File: src/rtl/hdmi_fb_pkg.sv
// Shared definitions for the HDMI framebuffer streamer: output mode encodings,
// the colour-bar table, the per-pixel delay-line tag and width helpers.
package hdmi_fb_pkg;

    typedef enum logic [1:0] {
        MODE_FB    = 2'b00,
        MODE_BARS  = 2'b01,
        MODE_FILL  = 2'b10,
        MODE_BLACK = 2'b11
    } mode_e;

    localparam int NUM_BARS = 8;

    // Index 0 is the leftmost bar; each entry is {ch2,ch1,ch0} at full scale or zero.
    localparam logic [NUM_BARS-1:0][2:0] BAR_TABLE = {
        3'b000, 3'b001, 3'b100, 3'b101, 3'b010, 3'b011, 3'b110, 3'b111
    };

    typedef struct packed {
        logic       hs;
        logic       vs;
        logic       act;
        logic [2:0] bar;
        mode_e      mode;
    } vid_tag_t;

    function automatic int clog2(input int value);
        int w;
        w = 0;
        while ((1 << w) < value) begin
            w++;
        end
        return w;
    endfunction

    function automatic int cnt_width(input int total);
        return (clog2(total) < 1) ? 1 : clog2(total);
    endfunction

endpackage

File: src/rtl/hdmi_timing_gen.sv
// Horizontal/vertical raster counters with raw sync, active-area decode and the
// frame-start / frame-sync strobes, all decoded straight from the counters.
module hdmi_timing_gen
    import hdmi_fb_pkg::*;
#(
    parameter int H_ACTIVE = 640,
    parameter int H_FP     = 16,
    parameter int H_SYNC   = 96,
    parameter int H_BP     = 48,
    parameter int V_ACTIVE = 480,
    parameter int V_FP     = 10,
    parameter int V_SYNC   = 2,
    parameter int V_BP     = 33
) (
    input  logic i_clk,
    input  logic i_rst_n,
    output logic o_hs_raw,
    output logic o_vs_raw,
    output logic o_act,
    output logic o_frame_start,
    output logic o_frame_sync
);

    localparam int H_TOTAL = H_SYNC + H_BP + H_ACTIVE + H_FP;
    localparam int V_TOTAL = V_SYNC + V_BP + V_ACTIVE + V_FP;
    localparam int HW      = cnt_width(H_TOTAL);
    localparam int VW      = cnt_width(V_TOTAL);

    localparam logic [HW-1:0] H_LAST      = HW'(H_TOTAL - 1);
    localparam logic [VW-1:0] V_LAST      = VW'(V_TOTAL - 1);
    localparam logic [HW-1:0] H_SYNC_END  = HW'(H_SYNC);
    localparam logic [VW-1:0] V_SYNC_END  = VW'(V_SYNC);
    localparam logic [HW-1:0] H_ACT_FIRST = HW'(H_SYNC + H_BP);
    localparam logic [HW-1:0] H_ACT_LAST  = HW'(H_SYNC + H_BP + H_ACTIVE - 1);
    localparam logic [VW-1:0] V_ACT_FIRST = VW'(V_SYNC + V_BP);
    localparam logic [VW-1:0] V_ACT_LAST  = VW'(V_SYNC + V_BP + V_ACTIVE - 1);
    // With no vertical front porch the swap point coincides with line 0.
    localparam logic [VW-1:0] V_FS_LINE   = VW'((V_SYNC + V_BP + V_ACTIVE) % V_TOTAL);

    logic [HW-1:0] r_hcount;
    logic [VW-1:0] r_vcount;

    always_ff @(posedge i_clk or negedge i_rst_n) begin
        if (!i_rst_n) begin
            r_hcount <= '0;
            r_vcount <= '0;
        end else if (r_hcount == H_LAST) begin
            r_hcount <= '0;
            r_vcount <= (r_vcount == V_LAST) ? '0 : r_vcount + 1'b1;
        end else begin
            r_hcount <= r_hcount + 1'b1;
        end
    end

    assign o_hs_raw      = (r_hcount < H_SYNC_END);
    assign o_vs_raw      = (r_vcount < V_SYNC_END);
    assign o_act         = (r_hcount >= H_ACT_FIRST) && (r_hcount <= H_ACT_LAST) &&
                           (r_vcount >= V_ACT_FIRST) && (r_vcount <= V_ACT_LAST);
    assign o_frame_start = (r_hcount == '0) && (r_vcount == '0);
    assign o_frame_sync  = (r_hcount == '0) && (r_vcount == V_FS_LINE);

endmodule

File: src/rtl/hdmi_fb_stream.sv
// Framebuffer-to-TMDS pixel streamer: address generation, frame-latched mode,
// a delay line matching the RAM read latency, and the registered pixel mux.
module hdmi_fb_stream
    import hdmi_fb_pkg::*;
#(
    parameter int H_ACTIVE = 640,
    parameter int H_FP     = 16,
    parameter int H_SYNC   = 96,
    parameter int H_BP     = 48,
    parameter int V_ACTIVE = 480,
    parameter int V_FP     = 10,
    parameter int V_SYNC   = 2,
    parameter int V_BP     = 33,
    parameter bit SYNC_POL = 1'b0,
    parameter int RD_LAT   = 1,
    parameter int BPC      = 8,
    parameter int DIN_W    = 32,
    parameter int ADDR_W   = 19
) (
    input  logic              i_clk,
    input  logic              i_rst_n,
    input  logic [1:0]        i_mode,
    input  logic [3*BPC-1:0]  i_fill_color,
    output logic              o_rd_en,
    output logic [ADDR_W-1:0] o_rd_addr,
    input  logic [DIN_W-1:0]  i_din,
    output logic [BPC-1:0]    o_ch0,
    output logic [BPC-1:0]    o_ch1,
    output logic [BPC-1:0]    o_ch2,
    output logic              o_hsync,
    output logic              o_vsync,
    output logic              o_data_en,
    output logic              o_frame_sync,
    output logic              o_hdmi_enable
);

    localparam int BAR_W = H_ACTIVE / NUM_BARS;
    localparam int BW    = cnt_width(BAR_W);
    localparam logic [BW-1:0] BAR_LAST = BW'(BAR_W - 1);

    if (ADDR_W < clog2(H_ACTIVE * V_ACTIVE)) begin : g_addr_w_check
        $error("hdmi_fb_stream: ADDR_W too small for H_ACTIVE*V_ACTIVE");
    end
    if (RD_LAT < 1 || RD_LAT > 4) begin : g_rd_lat_check
        $error("hdmi_fb_stream: RD_LAT must be 1..4");
    end
    if (DIN_W < 3 * BPC) begin : g_din_w_check
        $error("hdmi_fb_stream: DIN_W must hold three channels");
    end
    if ((H_ACTIVE % NUM_BARS) != 0) begin : g_h_active_check
        $error("hdmi_fb_stream: H_ACTIVE must be a multiple of 8");
    end

    logic w_hs_raw;
    logic w_vs_raw;
    logic w_act;
    logic w_frame_start;
    logic w_frame_sync;

    hdmi_timing_gen #(
        .H_ACTIVE (H_ACTIVE),
        .H_FP     (H_FP),
        .H_SYNC   (H_SYNC),
        .H_BP     (H_BP),
        .V_ACTIVE (V_ACTIVE),
        .V_FP     (V_FP),
        .V_SYNC   (V_SYNC),
        .V_BP     (V_BP)
    ) u_timing (
        .i_clk         (i_clk),
        .i_rst_n       (i_rst_n),
        .o_hs_raw      (w_hs_raw),
        .o_vs_raw      (w_vs_raw),
        .o_act         (w_act),
        .o_frame_start (w_frame_start),
        .o_frame_sync  (w_frame_sync)
    );

    mode_e             r_mode;
    logic              r_rd_en;
    logic [ADDR_W-1:0] r_rd_addr;
    logic [BW-1:0]     r_bar_cnt;
    logic [2:0]        r_bar_idx;

    // Mode only changes at the top of a frame so a frame never mixes sources.
    always_ff @(posedge i_clk or negedge i_rst_n) begin
        if (!i_rst_n) begin
            r_mode <= MODE_BLACK;
        end else if (w_frame_start) begin
            r_mode <= mode_e'(i_mode);
        end
    end

    always_ff @(posedge i_clk or negedge i_rst_n) begin
        if (!i_rst_n) begin
            r_rd_en   <= 1'b0;
            r_rd_addr <= '0;
        end else begin
            r_rd_en <= w_act && (r_mode == MODE_FB);
            if (w_frame_start) begin
                r_rd_addr <= '0;
            end else if (r_rd_en) begin
                r_rd_addr <= r_rd_addr + 1'b1;
            end
        end
    end

    // Bar index tracks the stage-0 counters so it stays aligned with act.
    always_ff @(posedge i_clk or negedge i_rst_n) begin
        if (!i_rst_n) begin
            r_bar_cnt <= '0;
            r_bar_idx <= '0;
        end else if (!w_act) begin
            r_bar_cnt <= '0;
            r_bar_idx <= '0;
        end else if (r_bar_cnt == BAR_LAST) begin
            r_bar_cnt <= '0;
            r_bar_idx <= r_bar_idx + 3'd1;
        end else begin
            r_bar_cnt <= r_bar_cnt + 1'b1;
        end
    end

    vid_tag_t w_tag;
    vid_tag_t r_dly [RD_LAT+1];
    vid_tag_t w_last;

    assign w_tag  = {w_hs_raw, w_vs_raw, w_act, r_bar_idx, r_mode};
    assign w_last = r_dly[RD_LAT];

    always_ff @(posedge i_clk or negedge i_rst_n) begin
        if (!i_rst_n) begin
            for (int i = 0; i <= RD_LAT; i++) begin
                r_dly[i] <= '0;
            end
        end else begin
            r_dly[0] <= w_tag;
            for (int i = 1; i <= RD_LAT; i++) begin
                r_dly[i] <= r_dly[i-1];
            end
        end
    end

    logic [3*BPC-1:0] w_pix;
    logic [2:0]       w_bar_bits;

    always_comb begin
        w_pix      = '0;
        w_bar_bits = BAR_TABLE[w_last.bar];
        if (w_last.act) begin
            case (w_last.mode)
                MODE_FB:   w_pix = i_din[3*BPC-1:0];
                MODE_BARS: w_pix = {{BPC{w_bar_bits[2]}}, {BPC{w_bar_bits[1]}}, {BPC{w_bar_bits[0]}}};
                MODE_FILL: w_pix = i_fill_color;
                default:   w_pix = '0;
            endcase
        end
    end

    logic [3*BPC-1:0] r_pix;
    logic             r_hsync;
    logic             r_vsync;
    logic             r_data_en;

    always_ff @(posedge i_clk or negedge i_rst_n) begin
        if (!i_rst_n) begin
            r_pix     <= '0;
            r_hsync   <= ~SYNC_POL;
            r_vsync   <= ~SYNC_POL;
            r_data_en <= 1'b0;
        end else begin
            r_pix     <= w_pix;
            r_hsync   <= w_last.hs ? SYNC_POL : ~SYNC_POL;
            r_vsync   <= w_last.vs ? SYNC_POL : ~SYNC_POL;
            r_data_en <= w_last.act;
        end
    end

    logic w_unused_din;
    assign w_unused_din = ^i_din;

    assign o_rd_en       = r_rd_en;
    assign o_rd_addr     = r_rd_addr;
    assign o_ch0         = r_pix[BPC-1:0];
    assign o_ch1         = r_pix[2*BPC-1:BPC];
    assign o_ch2         = r_pix[3*BPC-1:2*BPC];
    assign o_hsync       = r_hsync;
    assign o_vsync       = r_vsync;
    assign o_data_en     = r_data_en;
    assign o_frame_sync  = w_frame_sync;
    assign o_hdmi_enable = 1'b1;

endmodule
File: config.mk
export PLATFORM = sky130hd
export DESIGN_NAME = hdmi_fb_stream
export DESIGN_NICKNAME = d
export VERILOG_FILES = /design/src/rtl/hdmi_fb_pkg.sv /design/src/rtl/hdmi_timing_gen.sv /design/src/rtl/hdmi_fb_stream.sv
export SDC_FILE = /design/constraint.sdc
export NUM_CORES = 1
export LEC_CHECK = 0
export CORE_MARGIN = 10
export CORE_UTILIZATION = 35
export CTS_CLUSTER_DIAMETER = 200
export DETAILED_ROUTE_END_ITERATION = 10
export PLACE_DENSITY = 0.6
export RECOVER_POWER = 25
export SYNTH_ARGS = -nofsm -noshare
export SYNTH_HDL_FRONTEND = slang
export SYNTH_SLANG_ARGS = --single-unit
export TNS_END_PERCENT = 5
File: constraint.sdc
create_clock -name i_clk -period 3.9 [get_ports i_clk]
set_clock_uncertainty 0.2 [all_clocks]
set_input_delay 0.585 -clock i_clk [delete_from_list [all_inputs] [get_ports i_clk]]
set_output_delay 0.585 -clock i_clk [all_outputs]
set_load 0.005 [all_outputs]
==> summary.md, run 1 <==
| Metric | Value |
|---|---|
| Status | `finished with violations` |
| Failing checks | `max-capacitance violations, max-slew violations` |
| Met3 global-route usage | `0.0353` |
| Max Freq | `323 MHz` |
| Yosys warns | `0` |
| Largest net degree at the start of global routing | `52` |
| Capturing point of the worst reg2reg path | `r_mode[1]$_DFFE_PN1N_` |
| CP Capture Type | `primary output` |
| Met2 Use GR | `0.172` |
| Sw frac | `0.209` |
| Number of synthesized flops with an enable pin | `0` |
| R2R setup slack | `1.60 ns` |
| Combinational share of power | `0.053` |
| Root buffer cell | `clkbuf_16` |
| Min-Delay Startpoint | `r_dly[8]$_DFF_PN0_` |
| Die ar. | `17,800 um2` |
| Worst Slack Setup Final | `0.801 ns` |
| First-pass GRT wire length | `17,100 um` |
| Asr flop ratio synth | `1.00` |
| Final ANT Viol Nets | `0` |
| Die height | `133 um` |
| Period utilization | `0.795` |
| Most frequent cells in the layout | `clkdlybuf4s50_1, dfrtp_1, nor2_1, mux2i_1, o21a_1` |
| Synth top area share | `0.506` |
| Worst-margin pin slew | `2.72 ns` |
| Layout area overhead | `31.3%` |
| Register bit total from synthesis | `95` |
| DRT iter0 DRCs | `164` |
| Hold Path Class | `reg -> reg` |
| Max Cap Violations | `1` |
| DRC | `0` |
| Fraction of layout cells with a size suffix above 1 | `0.0812` |
| Core ar. | `12,600 um2` |
| Initial antenna violation count | `0` |
| Die Span X | `133 um` |
| Switching pwr | `417 uW` |
| Depth of the worst hold-timing path | `0` |
| Critical Path Fanout Max | `5` |
| WS Path Type | `reg -> out` |
| IO buf count | `99` |
| CTS tree | `yes` |
| Clk buf depth | `2` |
| Setup repair bufs after CTS | `0` |
| Part of the Yosys area used for sequential elements | `0.530` |
| Synth top area cells | `dfrtp_1, mux2i_1, nor2_1, o21a_1, xnor2_1` |
| CP required | `3.12 ns` |
| Ys flop type | `dfrtp_1` |
| Max VDD drop | `0.000253 V` |
| Syn Std Cell Area | `4500 um2` |
| Setup violations, final | `0` |
| Nets | `568` |
| GR peak layer | `met2` |
| Worst Path Arrival | `2.31 ns` |
| Top Ports | `109` |
| Hold WS | `0.148 ns` |
| Post_cts resized | `0` |
| Post-layout min period | `3.10 ns` |
| Post-Route WL | `10,300 um` |
| Global router's overall resource usage | `0.117` |
| Internal power | `1.58 mW` |
| Post-DP HPWL | `7480 um` |
| Clk sinks | `95` |
| Iteration count of the initial detailed-routing pass | `4` |
| Final Max Tran Viols | `52` |
| Wire length per cell | `15.2 um` |
| Hold EP | `r_dly[0]$_DFF_PN0_` |
| Congestion Overflow GR | `0` |
| Rel. slew slack | `-0.816` |
| Num CTS Buffers | `9` |
| Leakage | `2.60 nW` |
| Clk network pwr share | `0.448` |
| Critical path launch point type | `flip-flop` |
| Final Hold Vio Count | `0` |
| Register share of total power | `0.499` |
| Vias in the first global route | `3,243` |
| # diodes | `0` |
| Met1 Usage GRT | `0.161` |
| Placement Rows | `41` |
| Detailed-route vias per instance | `4.83` |
| Synth Instances | `409` |
| Syn nets | `477` |
| Skew-Pair Late Insertion Delay | `0.34 ns` |
| Most common cell after layout, fill and taps aside | `clkdlybuf4s50_1` |
| Fin Setup TNS | `0 ns` |
| Initial Utilization | `0.356` |
| Final core utilization | `0.468` |
| Pwr Density | `338 nW/um2` |
| Vias post-DR | `3,267` |
| Hold buffer count at CTS | `0` |
| Synth area leader | `dfrtp_1` |
| Reg-to-reg startpoint | `u_timing.r_hcount[0]$_DFF_PN0_` |
| RSZ-0062 raised after global routing | `false` |
| CTS H-Tree Depth | `3` |
| Register-to-Register Path Depth | `6` |
| Avg Cell Area, Syn | `11.0 um2` |
| Cell variety after synth | `50` |
| GPL Wtd Cong | `0.829` |
| Place WS | `1.20 ns` |
| Worst-path clk slew | `0.07 ns` |
## Yosys cell counts (all sizes together), types with 7 or more instances
library cell and n:
nor2 65, nor3 16, o21a 24, xnor2 17, nand4 15, nand2 13
nand3 20, dfrtp 91, inv 14, mux2i 31, buf 15, ha 8
xor2 13, clkbuf 7, nor4 7
## critical path, stage by stage (launching register included)
cell and delay [ns]:
dfrtp_1 0.42, inv_1 0.07, ha_1 0.13, nor3b_1 0.34
nand3_1 0.13, nor4_1 0.30, clkdlybuf4s50_1 0.58
## registers in the layout, indices dropped and copies added (netlist names)
name	cells
u_timing.r_vcount	10
r_mode	2
o_rd_addr	19
u_timing.r_hcount	10
o_rd_en	1
r_pix	24
o_vsync	1
r_bar_idx	3
r_bar_cnt	7
o_data_en	1
o_hsync	1
r_dly	16
## layer usage
layer	up-vias	wire length, um
li1	1595	-
met1	1572	5120
met2	92	4540
met3	8	522
met4	0	105
met5	-	0
## kinds of logic after synthesis
group / synth area share
AOI/OAI and AO/OA: 0.0757
and+or+nand+nor: 0.195
DFF: 0.530
buffers and inverters: 0.0389
other: 0.000834
xor gates and xnor gates: 0.0584
muxes: 0.0790
adders and majority gates: 0.0223
## power groups by stage
stage / combinational (mW) / clock [mW] / sequential, mW
2_1_floorplan: 0.0363 / 0 / 1.01
3_3_place_gp: 0.109 / 0 / 1.01
3_5_place_dp: 0.110 / 0 / 1.01
4_1_cts: 0.111 / 0.925 / 0.996
5_1_grt: 0.120 / 0.965 / 0.996
6_report: 0.107 / 0.895 / 0.996
## area by class of cell
type	instances	area, um2
clock buffer	11	253
fill	1207	6710
inverter	14	52.6
clock inverter	5	56.3
multi-input combinational	278	1940
tap	172	215
timing repair buffer	102	1010
sequential	95	2380
## metrics by stage
step	area [um2]	std cells	total power [mW]
6_report	5910	677	2.00
5_1_grt	5910	677	2.08
4_1_cts	5910	677	2.03
3_5_place_dp	5600	661	1.13
3_3_place_gp	5600	661	1.12
2_1_floorplan	4500	409	1.05
## how the worst max path moves through the flow
stage,to,from
after floorplan,o_frame_sync,u_timing.r_hcount[0]$_DFF_PN0_
after global placement,o_frame_sync,u_timing.r_hcount[0]$_DFF_PN0_
after detailed placement,o_frame_sync,u_timing.r_hcount[0]$_DFF_PN0_
after CTS,o_frame_sync,u_timing.r_hcount[0]$_DFF_PN0_
after global routing,u_timing.r_vcount[9]$_DFFE_PN0N_,i_rst_n
final,o_frame_sync,u_timing.r_hcount[0]$_DFF_PN0_
Note: power is estimated with default switching activity, not from simulation.
==> run 2: changes to the inputs <==
Clock period 3.9 ns to 3.2 ns, I/O delays scaled along.
==> run 2 against run 1 <==
The flow now finishes without violations. Wire length fell by 1.6%. First-iteration DRC count fell by 13%. Final cell count grew 0.44%. Flip-flop and latch count did not move. Utilization grew 0.089 points. Register-to-register slack worse by 0.59 ns.
==> summary.md, run 2 (synthesis gave the netlist of run 1 again) <==
| Metric | Value |
|---|---|
| Status | `complete, no violations` |
| Skew-Pair Late Insertion Delay | `0.34 ns (about the same)` |
| Rel. slew slack | `0.287 (+1.10)` |
| R2R setup slack | `1.01 ns (-0.59 ns)` |
| Pwr Density | `403 nW/um2 (+19%)` |
| CP Capture Type | `primary output` |
| RSZ-0062 raised after global routing | `false` |
| Worst-margin pin slew | `1.07 ns (-1.65 ns)` |
| DRC | `0 (unchanged)` |
| DRT iter0 DRCs | `143 (-13%)` |
| Most common cell after layout, fill and taps aside | `clkdlybuf4s50_1` |
| Core ar. | `12,600 um2 (unchanged)` |
| Final Hold Vio Count | `0 (unchanged)` |
| Placed Cells | `663 (+0.30%)` |
| Die ar. | `17,800 um2 (unchanged)` |
| Top Ports | `109 (unchanged)` |
| Final Max Tran Viols | `0 (-100%)` |
| Max reg flops | `24 (unchanged)` |
| Placement Rows | `41 (unchanged)` |
| IO buf count | `99 (unchanged)` |
| Fin Setup TNS | `0 ns (unchanged)` |
| Fillers | `1,196 (-0.91%)` |
| CTS H-Tree Depth | `3 (unchanged)` |
| Layout area overhead | `31.6%` |
| Nets | `571 (+0.53%)` |
| WS Path Type | `reg -> out` |
| Worst Path Arrival | `2.24 ns (-0.07 ns)` |
| Post_cts resized | `0 (unchanged)` |
| # diodes | `0 (unchanged)` |
| Register with the highest flop count | `r_pix` |
| Leakage | `2.61 nW (+0.55%)` |
| Max Cap Violations | `0 (-1)` |
| Setup repair bufs after CTS | `0 (unchanged)` |
| Final core utilization | `0.469 (+0.000892)` |
| Num CTS Buffers | `9 (unchanged)` |
| First-pass GRT wire length | `17,000 um (-0.88%)` |
| Setup violations, final | `0 (unchanged)` |
| CP required | `2.52 ns (-0.60 ns)` |
| Max VDD drop | `0.000192 V (-24%)` |
| GPL Wtd Cong | `0.816 (-1.7%)` |
| Period utilization | `0.911` |
| Initial Utilization | `0.356 (unchanged)` |
| Min-Delay Startpoint | `r_dly[8]$_DFF_PN0_` |
| Capturing point of the worst reg2reg path | `r_mode[0]$_DFFE_PN1N_` |
| CTS tree | `yes` |
| Die Span X | `133 um (unchanged)` |
| Hold EP | `r_dly[0]$_DFF_PN0_` |
| Clk buf depth | `2 (unchanged)` |
| Register-to-Register Path Depth | `6 (unchanged)` |
| Fraction of layout cells with a size suffix above 1 | `0.0866 (+0.00543)` |
| Global router's overall resource usage | `0.115 (-0.00153)` |
| Die height | `133 um (unchanged)` |
| Worst-path clk slew | `0.07 ns (about the same)` |
| Detailed-route vias per instance | `4.77 (-1.1%)` |
| Clk sinks | `95 (unchanged)` |
| Post-layout min period | `2.92 ns` |
| Vias in the first global route | `3,337 (+2.9%)` |
| Vias post-DR | `3,244 (-0.70%)` |
| Post-DP HPWL | `7610 um (+1.7%)` |
| Final ANT Viol Nets | `0 (unchanged)` |
| Hold buffer count at CTS | `1 (+1)` |
| Hold Path Class | `reg -> reg` |
| Largest net degree at the start of global routing | `44 (-15%)` |
| Post-Route WL | `10,100 um (-1.6%)` |
| Congestion Overflow GR | `0 (unchanged)` |
| Wire length per cell | `14.9 um (-2.0%)` |
| Depth of the worst hold-timing path | `0 (unchanged)` |
| Critical path launch point type | `flip-flop` |
| Non-filler cells, final | `680 (+0.44%)` |
| Most frequent cells in the layout | `clkdlybuf4s50_1, dfrtp_1, nor2_1, mux2i_1, o21a_1` |
| Root buffer cell | `clkbuf_16` |
| Critical Path Fanout Max | `5 (unchanged)` |
| Reg-to-reg startpoint | `u_timing.r_hcount[0]$_DFF_PN0_` |
| Max Freq | `343 MHz` |
| Initial antenna violation count | `0 (unchanged)` |
| Iteration count of the initial detailed-routing pass | `4 (unchanged)` |
==> run 2: per-stage QoR <==
stage / setup WS, ns / hold WS, ns / cell area (um2) / total power, mW
floorplan: 1.35 / -0.0156 / 4500 / 1.27
global placement: 0.655 / 0.132 / 5620 / 1.37
finish: 0.284 / 0.145 / 5920 / 2.39
CTS: 0.269 / 0.149 / 5920 / 2.42
detailed placement: 0.666 / 0.135 / 5620 / 1.37
global route: 0.0855 / 0.151 / 5920 / 2.49
==> run 2: how the worst max path moves through the flow <==
stage | slack [ns] | to | depth (start not counted) | startpoint
global route | 0.09 | o_frame_sync | 6 | u_timing.r_hcount[0]$_DFF_PN0_
floorplan | 1.35 | o_frame_sync | 5 | u_timing.r_hcount[0]$_DFF_PN0_
global placement | 0.65 | o_frame_sync | 6 | u_timing.r_hcount[0]$_DFF_PN0_
detailed placement | 0.67 | o_frame_sync | 6 | u_timing.r_hcount[0]$_DFF_PN0_
finish | 0.28 | o_frame_sync | 6 | u_timing.r_hcount[0]$_DFF_PN0_
CTS | 0.27 | o_frame_sync | 6 | u_timing.r_hcount[0]$_DFF_PN0_
==> run 2: cell type report <==
| class | instances | area, um2 | share of cell area |
|---|---|---|---|
| Tap cell | 172 | 215 | 0.0364 |
| Inverter | 14 | 52.6 | 0.00888 |
| Sequential cell | 95 | 2380 | 0.403 |
| Clock buffer | 12 | 267 | 0.0450 |
| Multi-Input combinational cell | 278 | 1940 | 0.328 |
| Clock inverter | 4 | 27.5 | 0.00465 |
| Timing Repair Buffer | 105 | 1030 | 0.175 |
==> run 2: layer usage <==
metal / GRT usage / share of wire / vias up / wire length (um)
met1: 0.150 / 0.49 / 1559 / 5000
met2: 0.182 / 0.46 / 78 / 4630
met5: 0 / 0 / - / 0
met3: 0.0289 / 0.036 / 11 / 368
li1: - / - / 1596 / -
met4: 0.0399 / 0.012 / 0 / 124
==> run 2: worst max-delay path, stage by stage (launching register included) <==
cell and delay (ns):
dfrtp_1 0.42, inv_1 0.08, ha_1 0.13, nor3b_1 0.30, nand3_1 0.14, nor4_1 0.26, clkdlybuf4s50_1 0.57
==> run 2: report_power, final <==
group,total (mW),switching [mW],internal [mW]
combinational,0.139,0.0621,0.0773
sequential,1.21,0.00163,1.21
clock,1.04,0.449,0.592
==> run 3: changes to the inputs <==
--- a/config.mk
+++ b/config.mk
@@ -15,3 +15,2 @@
 export SYNTH_HDL_FRONTEND = slang
 export SYNTH_SLANG_ARGS = --single-unit
-export TNS_END_PERCENT = 5
--- a/constraint.sdc
+++ b/constraint.sdc
@@ -3,3 +3,3 @@
 set_input_delay 0.48 -clock i_clk [delete_from_list [all_inputs] [get_ports i_clk]]
 set_output_delay 0.48 -clock i_clk [all_outputs]
-set_load 0.005 [all_outputs]
+set_load 0.1 [all_outputs]
==> run 3 against run 2 <==
Total power grew 7.7%. Wire length grew 2.5%. Non-clock buffer count shrank 2. Flip-flop and latch count is the same. Via count grew 1.3%. Sequential power is essentially flat. Hold slack gained 0.0015 ns. Critical path depth is the same. Count of clock-buffer cells in the layout shrank 2. Critical endpoint unchanged.
==> summary.md, run 3 (synthesis gave the netlist of run 1 again) <==
| Metric | Value |
|---|---|
| Status | `complete, no violations` |
| Initial antenna violation count | `0 (unchanged)` |
| GPL Wtd Cong | `0.803 (-1.6%)` |
| Register with the highest flop count | `r_pix` |
| Worst-path clk slew | `0.06 ns (about the same)` |
| Fraction of layout cells with a size suffix above 1 | `0.178 (+0.0913)` |
| Final Hold Vio Count | `0 (unchanged)` |
| Final ANT Viol Nets | `0 (unchanged)` |
| Hold Path Class | `reg -> reg` |
| Die height | `133 um (unchanged)` |
| # diodes | `0 (unchanged)` |
| Setup repair bufs after CTS | `0 (unchanged)` |
| WS Path Type | `reg -> out` |
| Worst Slack Setup Final | `0.566 ns (+0.282 ns)` |
| Critical path launch point type | `flip-flop` |
| IO buf count | `99 (unchanged)` |
| Setup violations, final | `0 (unchanged)` |
| RSZ-0062 raised after global routing | `false` |
| Iteration count of the initial detailed-routing pass | `4 (unchanged)` |
| Layout area overhead | `30.3%` |
| Slowest CP cell | `dfrtp_1` |
| Clk sinks | `95 (unchanged)` |
| Global router's overall resource usage | `0.121 (+0.00615)` |
| Fin Setup TNS | `0 ns (unchanged)` |
| Leakage | `2.72 nW (+4.2%)` |
| Initial Utilization | `0.356 (unchanged)` |
| Critical Path Fanout Max | `5 (unchanged)` |
| Metal-1 WL | `5330 um (+6.6%)` |
| Post-layout min period | `2.63 ns (-0.282 ns)` |
| Max reg flops | `24 (unchanged)` |
| Detailed-route vias per instance | `4.85 (+1.6%)` |
| Pwr Density | `439 nW/um2 (+8.7%)` |
| Met2 wire length | `4410 um (-4.8%)` |
| Place WS | `0.914 ns (+0.249 ns)` |
| Placement Rows | `41 (unchanged)` |
| Period utilization | `0.823 (-0.0880)` |
| Rel. slew slack | `0.125 (-0.161)` |
| Nets | `569 (-0.35%)` |
| CP peak stage delay | `0.42 ns (-0.15 ns)` |
| WL met3 | `482 um (+31%)` |
| Root buffer cell | `clkbuf_16` |
| Max Freq | `380 MHz (+11%)` |
| Die Span X | `133 um (unchanged)` |
| CP Capture Type | `primary output` |
| Post_cts resized | `0 (unchanged)` |
| Vias post-DR | `3,286 (+1.3%)` |
| Max Cap Violations | `0 (unchanged)` |
| Top Ports | `109 (unchanged)` |
| Worst Path Arrival | `1.95 ns (-0.29 ns)` |
| DRC | `0 (unchanged)` |
| Post-Route WL | `10,400 um (+2.5%)` |
| Final Max Tran Viols | `0 (unchanged)` |
| Crit-path cells | `inv_1, ha_1, nor3b_1, nand3_1, nor4_4, buf_4` |
| Post-DP HPWL | `7680 um (+0.95%)` |
| DRT iter0 DRCs | `135 (-5.6%)` |
| Core ar. | `12,600 um2 (unchanged)` |
| CTS H-Tree Depth | `3 (unchanged)` |
| Skew-Pair Late Insertion Delay | `0.34 ns (about the same)` |
| Most frequent cells in the layout | `dfrtp_1, nor2_1, clkdlybuf4s50_1, buf_4, mux2i_1` |
| CP required | `2.52 ns (about the same)` |
| Top Layer Used | `met4` |
| Congestion Overflow GR | `0 (unchanged)` |
| Largest net degree at the start of global routing | `54 (+23%)` |
| Most common cell after layout, fill and taps aside | `dfrtp_1` |
| Worst-margin pin slew | `1.31 ns (+0.242 ns)` |
| Hold WS | `0.147 ns (+0.00149 ns)` |
| Wire length per cell | `15.3 um (+2.8%)` |
| Vias in the first global route | `3,332 (-0.15%)` |
| Die ar. | `17,800 um2 (unchanged)` |
| Clk buf depth | `2 (unchanged)` |
| Max VDD drop | `0.000240 V (+25%)` |
| CTS tree | `yes` |
| First-pass GRT wire length | `17,900 um (+5.5%)` |
| Num CTS Buffers | `9 (unchanged)` |
-- run 3: cell count changes in the layout (fill, tap and decap cells not counted), sizes merged --
cell	change
clkinv	-2
buf	+46
clkbuf	-2
clkdlybuf4s50	-48
bufinv	+3
clkinvlp	+1
-- run 3: critical path: cells and delay by family (launching register included) --
kind | cells | cell delay (ns)
flops | 1 | 0.42
buf+inv | 2 | 0.40
fa+ha+maj | 1 | 0.13
simple gates | 3 | 0.66
-- run 3: final cells by class --
| class | instances | area, um2 |
|---|---|---|
| clock inverters | 6 | 118 |
| repair buffers | 103 | 911 |
| flip-flops and latches | 95 | 2380 |
| fillers | 1196 | 6760 |
| inverters | 14 | 52.6 |
| well taps | 172 | 215 |
| multi-input cells | 278 | 1960 |
| clock buffers | 10 | 229 |
-- run 3: through the flow --
step / cells / power (mW) / cell area (um2) / utilization
2_1_floorplan: 409 / 1.28 / 4510 / -
3_3_place_gp: 661 / 1.38 / 5510 / 0.437
3_5_place_dp: 661 / 1.38 / 5510 / 0.437
4_1_cts: 678 / 2.62 / 5870 / 0.465
5_1_grt: 678 / 2.68 / 5860 / 0.465
6_report: 678 / 2.57 / 5860 / 0.465
-- run 3: metal layers --
metal  up-vias  GRT usage
li1       1602          -
met1      1567      0.170
met2       103      0.178
met3        14     0.0301
met4         0     0.0423
met5         -          0
-- run 3: final timing paths --
check                                            startpoint                       end  slack (ns)  depth (start not counted)
setup / recovery             u_timing.r_hcount[0]$_DFF_PN0_              o_frame_sync        0.57                          6
hold / removal                          r_dly[15]$_DFF_PN0_        r_dly[7]$_DFF_PN0_        0.15                          0
setup reg to reg           u_timing.r_vcount[1]$_DFFE_PN0N_  r_bar_idx[0]$_DFFE_PN0P_        0.98                          4
hold reg to reg                         r_dly[15]$_DFF_PN0_        r_dly[7]$_DFF_PN0_        0.15                          0
max in group asynchronous                           i_rst_n        r_pix[1]$_DFF_PN0_        1.14                          3
min in group asynchronous                           i_rst_n        r_pix[6]$_DFF_PN0_        0.79                          2
-- run 3: where the power goes --
part           switching (mW)  internal (mW)  leakage [nW]
clock network           0.449          0.770         0.165
logic                  0.0627         0.0778          1.29
registers             0.00661           1.21          1.27
total                   0.518           2.05          2.72
-- run 3: timing repair --
item	CTS	global route
hold buffers	1	0
endpoints found under the setup margin	0	0
hold endpoints to repair	21	0
==> patch, RTL diff (config.mk and constraints of run 2) <==
Change the parameter `RD_LAT` from 1 to 2.
--- a/src/rtl/hdmi_fb_stream.sv
+++ b/src/rtl/hdmi_fb_stream.sv
@@ -12,7 +12,7 @@
     parameter int V_SYNC   = 2,
     parameter int V_BP     = 33,
     parameter bit SYNC_POL = 1'b0,
-    parameter int RD_LAT   = 1,
+    parameter int RD_LAT   = 2,
     parameter int BPC      = 8,
     parameter int DIN_W    = 32,
     parameter int ADDR_W   = 19
Behaviour: not the same (Yosys sat finds a counterexample within 4 cycles, from zero or initial values and one cycle with i_rst_n low).
==> patch against run 2 <==
Sequential cell count rose by 8. Largest power group unchanged. Wire length rose by 5.2%. Count of clock-buffer cells in the layout did not move. Hold slack barely moved. Setup slack improved by 46 ps. Power rose by 6.8%. Synthesized cell count rose by 2.0%. Cell area rose by 2.4%. Critical endpoint unchanged. Non-clock buffer count rose by 3. Synthesized area rose by 1.8%.
==> patch: results (changes against run 2) <==
- Status: finished clean
- Non-clk bufs: 108 (+2.9%)
- Combinational power: 138 uW
- Proportion of layout cells with a drive suffix above 1: 0.0747 (-0.0119)
- Synthesis Warnings: 0 (unchanged)
- Syn_area_per_cell: 11.0 um2 (-0.15%)
- DR pass1 iterations: 6 (+2)
- First-pass GRT wire length: 17.4 mm (+2.6%)
- #FFs+latches synth: 103 (+8.4%)
- Mapped Nets: 485 (+1.7%)
- Commonest cells post-synth: dfrtp_1 (99), nor2_1 (65), mux2i_1 (28), xnor2_1 (26), o21a_1 (24)
- Iter 0 DRT Violations: 190 (+33%)
- Pre-CTS WS: 686 ps (+20.5 ps)
- Worst Max-Slew Pin Slew: 1110 ps (+43.1 ps)
- Top cells by area, synth: dfrtp_1 (54%), mux2i_1 (6.1%), nor2_1 (5.3%)
- Number of clock buffers in the layout: 12 (unchanged)
- Wire per inst: 15.4 um (+3.1%)
- Clk pwr: 1100 uW (+6%)
- Clock group share of total power: 0.430 (-0.006)
- Worst vdd ir: 0.293 mV (+52%)
- Placed cell count: 677 (+2.1%)
- Post-route design area: 0.00606 mm2 (+2.4%)
- Inverters: 16 (+2)
- Leakage power: 0.00258 uW (-1.3%)
- HPWL Detailed: 7.94 mm (+4.3%)
- Dominant synthesized flop cell: dfrtp_1
- Clock Network Area Fraction: 0.0496 (-0.000127)
- Seq/Total Area, Yosys: 0.564 (+0.0343)
- Net Sw Power: 533 uW (+4.0%)
- Total track usage: 0.118 (+0.00258)
- Seq area share: 0.426 (+0.0236)
- Non-filler cells in the finished layout: 694 (+2.1%)
- Via count: 3296 (+1.6%)
- Arr. time, crit path: 2190 ps (-50 ps)
- H-tree levels: 3 (unchanged)
- Area of the multi-input gates: 0.00185 mm2 (-4.9%)
- Placed inst area: 0.00575 mm2 (+2.4%)
- Largest net degree at the start of global routing: 43 (-2.3%)
- Layout Nets: 585 (+2.5%)
- Gp weighted congestion: 0.836 (+2.5%)
- #MultiIn Comb: 279 (+0.36%)
[patch: cell count changes after synthesis, moves of 4 or more]
cell | before | now
and3_1 | 6 | 2
buf_2 | 8 | 1
clkbuf_1 | 7 | 14
dfrtp_1 | 91 | 99
nand3_1 | 20 | 13
nor3_1 | 13 | 21
nor4_1 | 6 | 10
xnor2_1 | 17 | 26
xor2_1 | 13 | 5
[patch: cell families (layout without fill, tap and decap cells)]
logic type                 count (synthesis)  in the layout  synth area share
AOI/OAI and AO/OA                         50             50            0.0776
xor gates and xnor gates                  32             32            0.0628
adders and majority gates                  8              8            0.0219
buffers and inverters                     35            140            0.0331
DFF                                      103            103             0.564
muxes                                     30             30            0.0661
other                                      1              1          0.000819
and+or+nand+nor                          158            158             0.174
[patch: routing by layer]
| metal | wire (um) | track usage | share of wire | up-vias |
|---|---|---|---|---|
| met5 | 0 | 0 | 0 | - |
| met4 | 121 | 0.0417 | 0.011 | 0 |
| met3 | 485 | 0.0273 | 0.046 | 7 |
| met2 | 4800 | 0.182 | 0.45 | 103 |
| met1 | 5250 | 0.158 | 0.49 | 1555 |
| li1 | - | - | - | 1631 |
[patch: final timing paths]
kind,cells after the start,end,slack [ps],startpoint
hold / removal,0,r_dly[12],150,r_dly[20]
max in group asynchronous,3,o_hsync,1160,i_rst_n
setup / recovery,6,o_frame_sync,330,u_timing.r_hcount[0]
setup reg to reg,5,u_timing.r_vcount[9],760,u_timing.r_hcount[0]
min in group asynchronous,2,r_dly[7],690,i_rst_n
hold reg to reg,0,r_dly[12],150,r_dly[20]
[patch: repair_timing]
item                      CTS  global route
hold endpoints to repair   37             0
setup buffers               0             0
hold buffers                1             0
